### config.mk
export PLATFORM = sky130hd
export DESIGN_NAME = mat_fetch_ctrl
export DESIGN_NICKNAME = d
export VERILOG_FILES = /design/src/rtl/mat_fetch_pkg.sv /design/src/rtl/mat_fetch_ctrl_word_unpacker.sv /design/src/rtl/mat_fetch_ctrl.sv
export SDC_FILE = /design/constraint.sdc
export NUM_CORES = 1
export LEC_CHECK = 0
export ABC_AREA = 1
export BUFFER_PORTS_ARGS = -buffer_cell sky130_fd_sc_hd__buf_2
export CORE_MARGIN = 5
export CORE_UTILIZATION = 53
export CTS_CLUSTER_SIZE = 20
export DETAILED_ROUTE_END_ITERATION = 16
export MAX_ROUTING_LAYER = met4
export PLACE_DENSITY = 0.92
export SYNTH_ARGS = -nofsm -noshare
export SYNTH_HDL_FRONTEND = slang
export SYNTH_SLANG_ARGS = --single-unit
### constraint.sdc
create_clock -name clk -period 2.3 [get_ports clk]
set_clock_uncertainty 0.2 [all_clocks]
set_input_delay 0.46 -clock clk [delete_from_list [all_inputs] [get_ports clk]]
set_output_delay 0.46 -clock clk [all_outputs]
set_load 0.02 [all_outputs]
### src/rtl/mat_fetch_pkg.sv
// Shared types and constants for the matrix fetch controller.
// Optional feature macro: MAT_FETCH_PERF_EN (adds perf counters in mat_fetch_ctrl).
package mat_fetch_pkg;

  typedef enum logic [2:0] {
    IDLE,
    REQ,
    WAIT,
    UNPACK,
    DONE
  } fetch_state_t;

  localparam int DEF_NUM_ROWS = 8;
  localparam int NUM_FIFOS    = DEF_NUM_ROWS + 1;
  localparam int WORD_WIDTH   = 64;

endpackage

### src/rtl/mat_fetch_ctrl_word_unpacker.sv
// Load/shift register that hands out one memory word a byte at a time, MSB first.
module word_unpacker
  import mat_fetch_pkg::*;
#(
  parameter int DATA_WIDTH     = 8,
  parameter int BYTES_PER_WORD = 8
) (
  input  logic                  clk,
  input  logic                  rst_n,
  input  logic                  load,
  input  logic                  advance,
  input  logic [WORD_WIDTH-1:0] data_in,
  output logic [DATA_WIDTH-1:0] byte_out,
  output logic                  last
);

  localparam int CW = $clog2(BYTES_PER_WORD);

  logic [WORD_WIDTH-1:0] shreg_q, shreg_d;
  logic [CW-1:0]         cnt_q, cnt_d;

  // Load restarts the byte count; each advance drops the top byte.
  always_comb begin
    shreg_d = shreg_q;
    cnt_d   = cnt_q;
    if (load) begin
      shreg_d = data_in;
      cnt_d   = '0;
    end else if (advance) begin
      shreg_d = shreg_q << DATA_WIDTH;
      cnt_d   = cnt_q + 1'b1;
    end
  end

  // Register and byte counter state.
  always_ff @(posedge clk or negedge rst_n) begin
    if (!rst_n) begin
      shreg_q <= '0;
      cnt_q   <= '0;
    end else begin
      shreg_q <= shreg_d;
      cnt_q   <= cnt_d;
    end
  end

  assign byte_out = shreg_q[WORD_WIDTH-1 -: DATA_WIDTH];
  assign last     = (cnt_q == CW'(BYTES_PER_WORD - 1));

endmodule

### src/rtl/mat_fetch_ctrl.sv
// Fetch stage: reads vector B (word 0) and rows A0..A7 (words 1..8) over
// Avalon-MM and streams their bytes, MSB first, into the per-row input FIFOs.
// Optional feature macro: MAT_FETCH_PERF_EN adds perf_cycles / perf_stalls.
module mat_fetch_ctrl
  import mat_fetch_pkg::*;
#(
  parameter int DATA_WIDTH     = 8,
  parameter int NUM_ROWS       = DEF_NUM_ROWS,
  parameter int BYTES_PER_WORD = 8,
  parameter int ADDR_WIDTH     = 32
) (
  input  logic                  clk,
  input  logic                  rst_n,
  input  logic                  start,
  output logic [ADDR_WIDTH-1:0] address,
  output logic                  read,
  input  logic [WORD_WIDTH-1:0] readdata,
  input  logic                  readdatavalid,
  input  logic                  waitrequest,
  output logic [NUM_ROWS:0]     fifo_wr_en,
  output logic [DATA_WIDTH-1:0] fifo_wr_data,
  input  logic [NUM_ROWS:0]     fifo_full,
  output logic                  busy,
  output logic                  done
`ifdef MAT_FETCH_PERF_EN
  ,
  output logic [15:0]           perf_cycles,
  output logic [15:0]           perf_stalls
`endif
);

  localparam int WCW = $clog2(NUM_ROWS + 1);

  fetch_state_t          state_q, state_d;
  logic [WCW-1:0]        wcnt_q, wcnt_d;
  logic                  read_q, read_d;
  logic [ADDR_WIDTH-1:0] address_q, address_d;
  logic [NUM_ROWS:0]     wr_en_q, wr_en_d;
  logic [DATA_WIDTH-1:0] wr_data_q, wr_data_d;
  logic                  busy_q, busy_d;
  logic                  done_q, done_d;

  logic                  start_ok, tgt_full, unp_load, unp_adv, unp_last;
  logic [DATA_WIDTH-1:0] unp_byte;

  // Word counter doubles as the FIFO index: word 0 -> B, word r+1 -> row r.
  assign start_ok = start && (state_q == IDLE || state_q == DONE);
  assign tgt_full = fifo_full[wcnt_q];
  assign unp_load = (state_q == WAIT) && readdatavalid;
  assign unp_adv  = (state_q == UNPACK) && !tgt_full;

  word_unpacker #(
    .DATA_WIDTH    (DATA_WIDTH),
    .BYTES_PER_WORD(BYTES_PER_WORD)
  ) u_unpack (
    .clk     (clk),
    .rst_n   (rst_n),
    .load    (unp_load),
    .advance (unp_adv),
    .data_in (readdata),
    .byte_out(unp_byte),
    .last    (unp_last)
  );

  // Next-state and next-output logic; every output is registered.
  always_comb begin
    state_d   = state_q;
    wcnt_d    = wcnt_q;
    read_d    = read_q;
    address_d = address_q;
    wr_en_d   = '0;
    wr_data_d = wr_data_q;
    busy_d    = busy_q;
    done_d    = done_q;
    case (state_q)
      IDLE, DONE: begin
        if (start) begin
          state_d   = REQ;
          wcnt_d    = '0;
          read_d    = 1'b1;
          address_d = '0;
          busy_d    = 1'b1;
          done_d    = 1'b0;
        end
      end
      REQ: begin
        // read/address simply hold while the slave stalls
        if (!waitrequest) begin
          state_d = WAIT;
          read_d  = 1'b0;
        end
      end
      WAIT: begin
        if (readdatavalid) state_d = UNPACK;
      end
      UNPACK: begin
        if (!tgt_full) begin
          wr_en_d[wcnt_q] = 1'b1;
          wr_data_d       = unp_byte;
          if (unp_last) begin
            if (wcnt_q == WCW'(NUM_ROWS)) begin
              state_d = DONE;
              busy_d  = 1'b0;
              done_d  = 1'b1;
            end else begin
              wcnt_d    = wcnt_q + 1'b1;
              state_d   = REQ;
              read_d    = 1'b1;
              address_d = ADDR_WIDTH'(wcnt_d);
            end
          end
        end
      end
      default: state_d = IDLE;
    endcase
  end

  // Control state and registered outputs.
  always_ff @(posedge clk or negedge rst_n) begin
    if (!rst_n) begin
      state_q   <= IDLE;
      wcnt_q    <= '0;
      read_q    <= 1'b0;
      address_q <= '0;
      wr_en_q   <= '0;
      wr_data_q <= '0;
      busy_q    <= 1'b0;
      done_q    <= 1'b0;
    end else begin
      state_q   <= state_d;
      wcnt_q    <= wcnt_d;
      read_q    <= read_d;
      address_q <= address_d;
      wr_en_q   <= wr_en_d;
      wr_data_q <= wr_data_d;
      busy_q    <= busy_d;
      done_q    <= done_d;
    end
  end

  assign read         = read_q;
  assign address      = address_q;
  assign fifo_wr_en   = wr_en_q;
  assign fifo_wr_data = wr_data_q;
  assign busy         = busy_q;
  assign done         = done_q;

`ifdef MAT_FETCH_PERF_EN
  logic [15:0] pcyc_q, pcyc_d, pstl_q, pstl_d;

  // Saturating busy-cycle and FIFO-stall counters, cleared by an accepted start.
  always_comb begin
    pcyc_d = pcyc_q;
    pstl_d = pstl_q;
    if (start_ok) begin
      pcyc_d = '0;
      pstl_d = '0;
    end else begin
      if (busy_q && pcyc_q != 16'hFFFF) pcyc_d = pcyc_q + 16'd1;
      if (state_q == UNPACK && tgt_full && pstl_q != 16'hFFFF) pstl_d = pstl_q + 16'd1;
    end
  end

  // Perf counter state.
  always_ff @(posedge clk or negedge rst_n) begin
    if (!rst_n) begin
      pcyc_q <= '0;
      pstl_q <= '0;
    end else begin
      pcyc_q <= pcyc_d;
      pstl_q <= pstl_d;
    end
  end

  assign perf_cycles = pcyc_q;
  assign perf_stalls = pstl_q;
`endif

endmodule
## After elaboration in Yosys (flattened, before gate mapping)

Index checks and enable logic that the tools add are counted.

- Register bits after elaboration: 126
- Input bits: 78
- Logic and storage cells: 84

- Add/sub/neg operators: 2
- $lt $le $gt $ge: 2
- Eq/ne operators: 13
- Muxes and demuxes: 42
- Bitwise operators: 1
- Reduce and logical (&&, ||, !) cells: 14

Operators with widths:

| cell | number |
|---|---|
| 2-to-1 mux 32 bit | 4 |
| 2-to-1 mux 64 bit | 2 |
| one-hot mux 32 bit (2 select lines) | 1 |
| 2-to-1 mux 3 bit | 8 |
| 2-to-1 mux 9 bit | 2 |
| 2-to-1 mux 4 bit | 4 |
| AND reduction 5 bit | 3 |
| 2-to-1 mux 1 bit | 14 |
| one-hot mux 3 bit (4 select lines) | 1 |
| inequality test 2 bit (second input constant) | 5 |
| one-hot mux 4 bit (2 select lines) | 1 |
| == test 3 x 2 -> 1 bit (second input constant) | 2 |
| == test 3 bit (second input constant) | 2 |
| AND reduction 6 bit | 1 |
| less-than comparator 4 x 5 -> 1 bit (second input constant) | 1 |
| adder 4 x 1 -> 4 bit (second input constant) | 1 |
| binary-select mux 1 bit (select 4 bit) | 1 |
| demux 1 bit (select 4 bit) | 1 |
| == test 4 bit (second input constant) | 1 |
| >= comparator 4 x 1 -> 1 bit (second input constant) | 1 |
| inequality test 2 x 1 -> 1 bit (second input constant) | 2 |
| one-hot mux 1 bit (2 select lines) | 2 |
| nonzero test 2 bit | 2 |
| adder 3 x 1 -> 3 bit (second input constant) | 1 |
| 9 further kinds | 11 |

## Depth between registers and ports, before layout

Gate-level depths: netlist of run 1.

- Depth after elaboration: 6
- Depth in mapped cells: 13
- Gate-level depth less buffers: 11

## Modules after synthesis

From an unflattened synthesis of run 1, not the netlist that was laid out.

- Cell total of the unflattened synthesis: 565
- Area, all modules: 4648.2 um^2

By module, submodules not included:

| module | instances | cells an instance | area an instance (um^2) | seq. area each (um^2) |
|---|---|---|---|---|
| word_unpacker | 1 | 364 | 3080.5 | 1676.6 |
| mat_fetch_ctrl | 1 | 201 | 1567.8 | 675.6 |

## Worst setup path before layout of run 1

Ideal clock, no wire load.

- Path kind: register to register
- From: reg, netlist name address[0]
- To: reg u_unpack.shreg_q[5]
- Setup time: 0.118 ns
- Arrival: 1.583 ns
- Required time: 1.982 ns
- Slack: 0.399 ns
- Stages on the path, launching flop included: 11
- Buffers on the path: 3
- Period minus slack after synthesis: 1.901 ns
- Path through: dfrtp_1 -> buf_6 -> or2_0 -> nand3_1 -> nand3_1 -> nand2_2 -> nand2_4 -> buf_6 -> buf_4 -> nand3_1 -> nand2_1

RTL lines:

| item | RTL line | source |
|---|---|---|
| end signal: assignment | mat_fetch_ctrl_word_unpacker.sv:41 | `shreg_q <= shreg_d;` |
| end: declaration | mat_fetch_ctrl_word_unpacker.sv:19 | `logic [WORD_WIDTH-1:0] shreg_q, shreg_d;` |

==> results.json, run 1 <==
{
  "wl_per_cell_um": 14.2,
  "worstPathRequired_ns": 2.41,
  "cp_max_fo": 26,
  "rsz0062_at_grt": "no",
  "slowest_stage": "dfrtp_1",
  "clk_latency_ns": 0.37,
  "setup_viol": 0,
  "yosysTopAreaCell": "dfrtp_1",
  "drt_iter0_drc": 270,
  "n_antenna_cell": 0,
  "cp-start-kind": "flip-flop",
  "numCtsBuffers": 9,
  "drc": 0,
  "cts_sinks": 94,
  "holdPathStages": 3,
  "path_cells": "inv_2, nand2_1, nor2_1, nor2_1, nand3_1, nand2_2, nand2_4, inv_4, buf_12, nand3_1, nand3_1",
  "ctsResizeCount": 0,
  "htree_levels": 3,
  "num_io_pins": 130,
  "place_congestion": 0.918,
  "min_from": "readdata[5]",
  "critPathCaptureType": "flip-flop",
  "fin_crit_ns": 2.09,
  "p_sw_w": 0.00254,
  "cts_buffer_depth": 2,
  "critPathLaunch": "address[0]",
  "power_frac_clock": 0.185,
  "core-area_um2": 9150,
  "dr.pass1.iters": 5,
  "fmax_mhz": 479,
  "routed_wl_um": 10900,
  "fin_cells": 765,
  "die_w_um": 106,
  "reg2reg_depth": 11,
  "hold_viol_final": 0,
  "syn_area_per_cell_um2": 8.74,
  "drtAntennaViolNets": 0,
  "final_common_cell": "nand3_1",
  "nNetsFinal": 733,
  "ys_seq_area_frac": 0.477,
  "track_usage": 0.204,
  "p_per_area_nw_per_um2": 1120,
  "initial_core_util": 0.539,
  "cp_slowest_stage_delay_ns": 0.59,
  "viasPerCell": 5.36,
  "vias": 4102,
  "ir_drop_mv": 0.449,
  "setup-tns-final_ns": 0,
  "slew_headroom": 0.638,
  "yosysUniqueCellTypes": 28,
  "layout_common_cells": "nand3_1 (162), nand2_1 (137), buf_2 (100)",
  "power_frac_comb": 0.376,
  "cts.clk_slew.worst_paths_ns": 0.10,
  "netlist_area_um2": 4930,
  "slew_viol_final": 0,
  "place_area_um2": 5360,
  "grt_max_degree": 123,
  "design_area_um2": 5570,
  "overflow": 0,
  "die_area_um2": 11300,
  "fillers": 782,
  "drive_gt1_frac": 0.266,
  "cap_violations": 0,
  "synth.ff_latch_count": 94,
  "outcome": "complete, no violations",
  "dpl.cell_count": 748,
  "cp.arrival_ns": 2.20,
  "yosysWarnings": 0,
  "row_count": 35,
  "r2r-start": "address[0]",
  "grt_pass1_vias": 3946,
  "swShare": 0.407,
  "cts_tree": "built",
  "timing.final.crit_share": 0.908,
  "syn_inst": 564,
  "cts_root_buffer": "clkbuf_8",
  "p_leak_nw": 2.88,
  "fp.dieH_um": 106,
  "netlist_top_cells_area": "dfrtp_1 (48%), nand3_1 (17%), nand2_1 (10%)",
  "finalPower_w": 0.00623,
  "tightest_slew_ns": 0.542,
  "grt_pass1_wl_um": 18300,
  "cp_common_cell": "nand3_1",
  "area_delta_synth_final_pct": 13.0,
  "yosysTopAreaCellShare": 0.477,
  "crit_type": "flip-flop to flip-flop",
  "worst_hold_slack_ns": 0.0973,
  "post-dp-hpwl_um": 7680,
  "hp-class": "primary input to flip-flop",
  "antenna_found_initial": 0,
  "p_int_w": 0.00370,
  "p_seq_frac": 0.440,
  "io_buffers": 101
}
logic make-up after synthesis:
| family | synth area share |
|---|---|
| xor+xnor | 0.00533 |
| compound gates | 0.00254 |
| buf+inv | 0.119 |
| simple gates | 0.380 |
| fa+ha+maj | 0.0152 |
| other cells | 0.000760 |
| flops | 0.477 |
worst max-delay path: cells and delay by family (launching register included):
kind | cells | cell delay, ns
AND/OR/NAND/NOR | 8 | 0.67
flip-flops | 1 | 0.59
buffers and inverters | 3 | 0.56
cell type report:
| type | count | area [µm²] | area share |
|---|---|---|---|
| inverters | 24 | 92.6 | 0.0166 |
| multi-input cells | 408 | 2100 | 0.378 |
| well taps | 111 | 139 | 0.0249 |
| flip-flops and latches | 94 | 2350 | 0.422 |
| clock inverters | 6 | 77.6 | 0.0139 |
| repair buffers | 112 | 681 | 0.122 |
| clock buffers | 10 | 128 | 0.0229 |
per-stage QoR:
| step | utilization | setup WS [ns] |
|---|---|---|
| 2_1_floorplan | - | 0.399 |
| 3_3_place_gp | 0.586 | 0.278 |
| 3_5_place_dp | 0.586 | 0.212 |
| 4_1_cts | 0.609 | 0.193 |
| 5_1_grt | 0.609 | 0.00355 |
| 6_report | 0.609 | 0.211 |
synth_stat cells, drive strengths merged:
| cell | n |
|---|---|
| o21a | 1 |
| xor2 | 2 |
| ha | 6 |
| or2 | 4 |
| nand4 | 7 |
| nand3 | 194 |
| nor3 | 8 |
| clkbuf | 9 |
| buf | 56 |
| nor2 | 17 |
| a21oi | 1 |
| xnor2 | 1 |
| dfrtp | 94 |
| conb | 1 |
| inv | 24 |
| nand2 | 139 |
registers in the layout, summed over array words and instances, names as in the netlist:
register	cells
read	1
done	1
u_unpack.shreg_q	64
busy	1
fifo_wr_data	8
address	4
u_unpack.cnt_q	3
fifo_wr_en	9
state_q	3
worst paths after layout:
| kind | endpoint | slack [ns] |
|---|---|---|
| max | u_unpack.shreg_q[23] | 0.21 |
| min | u_unpack.shreg_q[5] | 0.1 |
| max reg2reg | u_unpack.shreg_q[23] | 0.21 |
| min reg2reg | done | 0.27 |
| max in group asynchronous | state_q[0] | 1.03 |
| min in group asynchronous | u_unpack.shreg_q[52] | 0.47 |
layer usage:
layer	up-vias	global-route usage	routed length [µm]
li1	1980	-	-
met1	1951	0.264	4550
met2	146	0.328	5490
met3	25	0.0285	574
met4	0	0.0804	263
met5	-	-	0
power by group through the flow:
stage	clock network [W]	logic (W)	registers, W
6_report	0.00115	0.00234	0.00274
4_1_cts	0.00117	0.00237	0.00274
2_1_floorplan	0	0.00178	0.00278
3_3_place_gp	0	0.00225	0.00273
5_1_grt	0.00123	0.00268	0.00282
3_5_place_dp	0	0.00236	0.00278
what timing repair did:
action,in CTS,in global routing
endpoints found under the hold margin,94,0
hold buffers,1,0
setup buffers,0,0
(Power assumes the default switching activity.)
==> inputs of run 2 (changes only) <==
- CORE_UTILIZATION: 53 -> 48
- MAX_ROUTING_LAYER: met4 -> not set
- PLACE_DENSITY: 0.92 -> 0.89
- clock period: 2.3 -> 1.9 ns (I/O delays scaled with it)
==> run 2 against run 1 <==
- first-iteration DRC count increased by 4.8%
- combinational power up 32%
- routed wire length increased by 2.6%
- register-to-register slack worse by 0.12 ns
- count of clock-buffer cells in the layout unchanged
- sequential power is 20% higher
- via count is essentially flat
- worst setup slack worse by 0.12 ns
- flip-flop and latch count unchanged
- highest routed layer unchanged
==> results.json, run 2 (synthesized netlist as in run 1, its figures left out) <==
{
  "outcome": "complete, no violations",
  "cts_root_buffer": "clkbuf_8",
  "finalPower_w": 0.00762,
  "area_delta_synth_final_pct": 18.1,
  "final_common_cell": "nand3_1",
  "timing.final.crit_share": 0.954,
  "rrSetupSlack_ns": 0.09,
  "cts_tree": "built",
  "die_w_um": 111,
  "multi_input_area_um2": 2130,
  "critPathCaptureType": "flip-flop",
  "p_leak_nw": 2.98,
  "dp_slack_ns": -0.0778,
  "setup_viol": 0,
  "core-area_um2": 10200,
  "hold_viol_final": 0,
  "vias": 4098,
  "top_register": "u_unpack.shreg_q",
  "grt_pass1_wl_um": 17700,
  "rsz0062_at_grt": "yes",
  "slew_viol_final": 0,
  "cp.arrival_ns": 1.86,
  "cap_violations": 0,
  "cts_sinks": 94,
  "fillers": 946,
  "initial_core_util": 0.484,
  "grt_max_degree": 96,
  "htree_levels": 3,
  "row_count": 37,
  "worstPathRequired_ns": 1.94,
  "io_buffers": 101,
  "design_area_um2": 5820,
  "cts_buffer_depth": 2,
  "fmax_mhz": 552,
  "hp-class": "primary input to flip-flop",
  "fp.dieH_um": 111,
  "dr.pass1.iters": 5,
  "holdPathStages": 3,
  "numCtsBuffers": 9,
  "fin_crit_ns": 1.81,
  "n_antenna_cell": 0,
  "crit_type": "flip-flop to flip-flop",
  "drt_iter0_drc": 283,
  "overflow": 0,
  "min_from": "readdata[23]",
  "num_io_pins": 130,
  "whs_endpoint": "u_unpack.shreg_q[23]",
  "p_per_area_nw_per_um2": 1310,
  "r2r-start": "address[0]",
  "post-dp-hpwl_um": 7640,
  "routed_wl_um": 11200,
  "r2r_end": "u_unpack.shreg_q[35]",
  "layout_common_cells": "nand3_1 (159), nand2_1 (136), buf_2 (100)",
  "track_usage": 0.169,
  "cp-start-kind": "flip-flop",
  "clk_latency_ns": 0.35,
  "drc": 0,
  "reg2reg_depth": 10,
  "place_congestion": 0.806,
  "setup_slack_ns": 0.0870,
  "die_area_um2": 12400,
  "antenna_found_initial": 0,
  "place_area_um2": 5450,
  "drtAntennaViolNets": 0,
  "wl_per_cell_um": 13.9,
  "viasPerCell": 5.09,
  "regArea_um2": 2350,
  "nNetsFinal": 749,
  "ir_drop_mv": 0.517,
  "largest_reg_flops": 64,
  "cts.clk_slew.worst_paths_ns": 0.10,
  "cp_max_fo": 8,
  "drive_gt1_frac": 0.294,
  "grt_pass1_vias": 3794
}
==> run 2: repair_timing <==
action / CTS / global route
cloned: 0 / 5
setup endpoints to repair: 45 / 82
gates resized for setup: 1 / 17
hold buffers: 1 / 0
pin swaps: 0 / 5
setup buffers: 0 / 2
hold endpoints to repair: 94 / 0
==> run 2: metrics by stage <==
| step | utilization | hold WS, ns | cells | setup TNS (ns) |
|---|---|---|---|---|
| after detailed placement | 0.535 | 0.256 | 782 | -1.27 |
| final | 0.572 | 0.0347 | 805 | 0 |
| after global placement | 0.535 | 0.251 | 782 | -0.00269 |
| after global routing | 0.572 | 0.0270 | 805 | -0.0499 |
| after CTS | 0.554 | 0.0204 | 798 | 0 |
| after floorplan | - | -0.116 | 591 | 0 |
==> run 2: layer usage <==
metal  global-route usage  wire length (µm)
met3               0.0359               543
met5                    0                 0
met2                0.278              5640
met4               0.0406               139
met1                0.232              4830
==> run 2: worst max-delay path by stage <==
stage,slack [ns],endpoint,from
after CTS,0.01,u_unpack.shreg_q[28],address[0]
after global routing,-0.03,u_unpack.shreg_q[16],address[0]
after detailed placement,-0.08,u_unpack.shreg_q[28],address[0]
after global placement,-0.003,u_unpack.shreg_q[18],address[0]
final,0.09,u_unpack.shreg_q[35],address[0]
after floorplan,0.04,u_unpack.shreg_q[5],address[0]
==> run 2: power by group <==
group | internal, W | switching, W | total [W]
clock | 0.000521 | 0.000714 | 0.00123
combinational | 0.00122 | 0.00188 | 0.00309
sequential | 0.00279 | 0.000494 | 0.00329
==> run 2: cell type report <==
cell class	count	share of cell area
clock buffers	10	0.0236
clock inverters	5	0.00752
inverters	24	0.0176
multi-input cells	408	0.366
flip-flops and latches	94	0.404
well taps	136	0.0292
repair buffers	128	0.152
==> run 2: critical path: stages, from the launching register on <==
cell and delay [ns]:
dfrtp_2 0.45, buf_6 0.14, nand2_1 0.06, nand3_1 0.09
nand3_2 0.10, nand2_2 0.07, nand2_4 0.14, clkinv_8 0.12
clkbuf_16 0.18, nand3_1 0.07, nand3_1 0.08
==> inputs of run 3 (changes only) <==
- SETUP_SLACK_MARGIN: not set -> 0.3
==> run 3 against run 2 <==
- the flow now finishes with violations (negative setup slack)
- die area is the same
- flip-flop and latch count unchanged
- power increased by 8.7%
- combinational power increased by 16%
- sequential share of layout area is 3.2 points lower
- largest power group is now combinational logic
- maximum frequency decreased by 5.6%
- largest cell class is now multi-input combinational cells
- worst setup slack worse by 0.11 ns
- cell area grew 8.7%
- register-to-register slack worse by 0.11 ns
==> results.json, run 3 (synthesized netlist as in run 1, its figures left out) <==
{
  "outcome": "finished, violations left",
  "violations": "negative setup slack",
  "ir_drop_mv": 0.610,
  "overflow": 0,
  "cap_violations": 0,
  "worstPathRequired_ns": 1.94,
  "cts.clk_slew.worst_paths_ns": 0.10,
  "largest_reg_flops": 64,
  "num_io_pins": 130,
  "place_area_um2": 5520,
  "htree_levels": 3,
  "cp-start-kind": "flip-flop",
  "nNetsFinal": 766,
  "timing.final.crit_share": 1.01,
  "slew_headroom": 0.588,
  "fin_cells": 823,
  "grt_pass1_wl_um": 18700,
  "numCtsBuffers": 9,
  "setup_slack_ns": -0.0206,
  "viasPerCell": 5.25,
  "finalPower_w": 0.00828,
  "row_count": 37,
  "hold_viol_final": 0,
  "fillers": 827,
  "hp-class": "primary input to flip-flop",
  "cts_buffer_depth": 2,
  "p_per_area_nw_per_um2": 1310,
  "vias": 4319,
  "place_congestion": 0.815,
  "fin_crit_ns": 1.92,
  "io_buffers": 101,
  "path_cells": "or2_1, nand3_2, nand3_2, nand2_4, nand2_8, buf_12, clkbuf_16, nand3_1, nand3_1",
  "dr.pass1.iters": 5,
  "p_leak_nw": 3.26,
  "drive_gt1_frac": 0.373,
  "post-dp-hpwl_um": 7430,
  "routed_wl_um": 12100,
  "fp.dieH_um": 111,
  "slew_viol_final": 0,
  "area_delta_synth_final_pct": 28.4,
  "clk_latency_ns": 0.36,
  "rsz0062_at_grt": "yes",
  "cp_slowest_stage_delay_ns": 0.46,
  "track_usage": 0.179,
  "slowest_stage": "dfrtp_2",
  "setup-tns-final_ns": -0.0392,
  "design_area_um2": 6330,
  "die_area_um2": 12400,
  "critPathCaptureType": "flip-flop",
  "cts_tree": "built",
  "die_w_um": 111,
  "cp_max_fo": 8,
  "final_common_cell": "nand2_1",
  "fmax_mhz": 521,
  "cp.arrival_ns": 1.96,
  "top_register": "u_unpack.shreg_q",
  "core-area_um2": 10200,
  "cts_sinks": 94,
  "dpl.cell_count": 785,
  "drc": 0,
  "n_antenna_cell": 0,
  "drt_iter0_drc": 385,
  "grt_pass1_vias": 4085,
  "crit_family": "simple AND/OR/NAND/NOR gates",
  "cts_root_buffer": "clkbuf_8",
  "initial_core_util": 0.484,
  "grt_max_degree": 95,
  "layout_common_cells": "nand2_1 (134), nand3_1 (122), buf_2 (99)",
  "antenna_found_initial": 0,
  "wl_per_cell_um": 14.7,
  "path_buf_inv": 2,
  "drtAntennaViolNets": 0,
  "setup_viol": 4,
  "tightest_slew_ns": 0.618,
  "crit_type": "flip-flop to flip-flop"
}
==> run 3: worst paths after layout <==
path	from	depth (start not counted)	endpoint	slack (ns)
hold / removal	readdata[5]	3	u_unpack.shreg_q[5]	0.02
max in group asynchronous	rst_n	3	address[3]	0.69
min in group asynchronous	rst_n	3	u_unpack.shreg_q[44]	0.38
hold reg to reg	fifo_wr_data[3]	2	fifo_wr_data[3]	0.28
setup / recovery	address[0]	9	u_unpack.shreg_q[24]	-0.02
setup reg to reg	address[0]	9	u_unpack.shreg_q[24]	-0.02
==> run 3: final cells by class <==
type,count,area [µm²],area share
inverter,24,105,0.0166
clock inverter,6,75.1,0.0119
multi-input combinational,408,2360,0.373
tap,136,170,0.0269
timing repair buffer,145,1140,0.180
sequential,94,2360,0.372
clock buffer,10,128,0.0202
==> run 3: stage by stage <==
stage / utilization / setup WS [ns] / hold slack, ns
after global routing: 0.622 / -0.0885 / 0.0115
after global placement: 0.542 / 0.0675 / 0.250
after CTS: 0.585 / 0.0489 / 0.00333
after floorplan: - / 0.0795 / -0.116
final: 0.622 / -0.0206 / 0.0203
after detailed placement: 0.542 / 0.000853 / 0.257
==> run 3: what timing repair did <==
action	in CTS	in global routing
pin swaps	13	19
buffers inserted	11	2
cloned	2	6
setup endpoints to repair	98	97
gates resized for setup	23	42
endpoints found under the hold margin	94	0
hold buffers	1	0
==> run 3: worst min-delay path, delay by kind of cell <==
| family | cells | cell delay, ns |
|---|---|---|
| AND/OR/NAND/NOR | 2 | 0.09 |
| buffers and inverters | 1 | 0.08 |
==> run 3: where the power goes <==
part | leakage [nW] | total [W] | internal [W] | switching [W]
registers | 1.21 | 0.00334 | 0.00279 | 0.000545
clock network | 0.0994 | 0.00136 | 0.000631 | 0.000730
logic | 1.95 | 0.00358 | 0.00151 | 0.00206
total | 3.26 | 0.00828 | 0.00494 | 0.00334
==> run 3: per-layer routing <==
metal / GRT usage / vias to the layer above / routed length, µm
li1: - / 2063 / -
met1: 0.230 / 2087 / 4920
met2: 0.302 / 151 / 6340
met3: 0.0337 / 18 / 662
met4: 0.0641 / 0 / 196
met5: 0 / - / 0
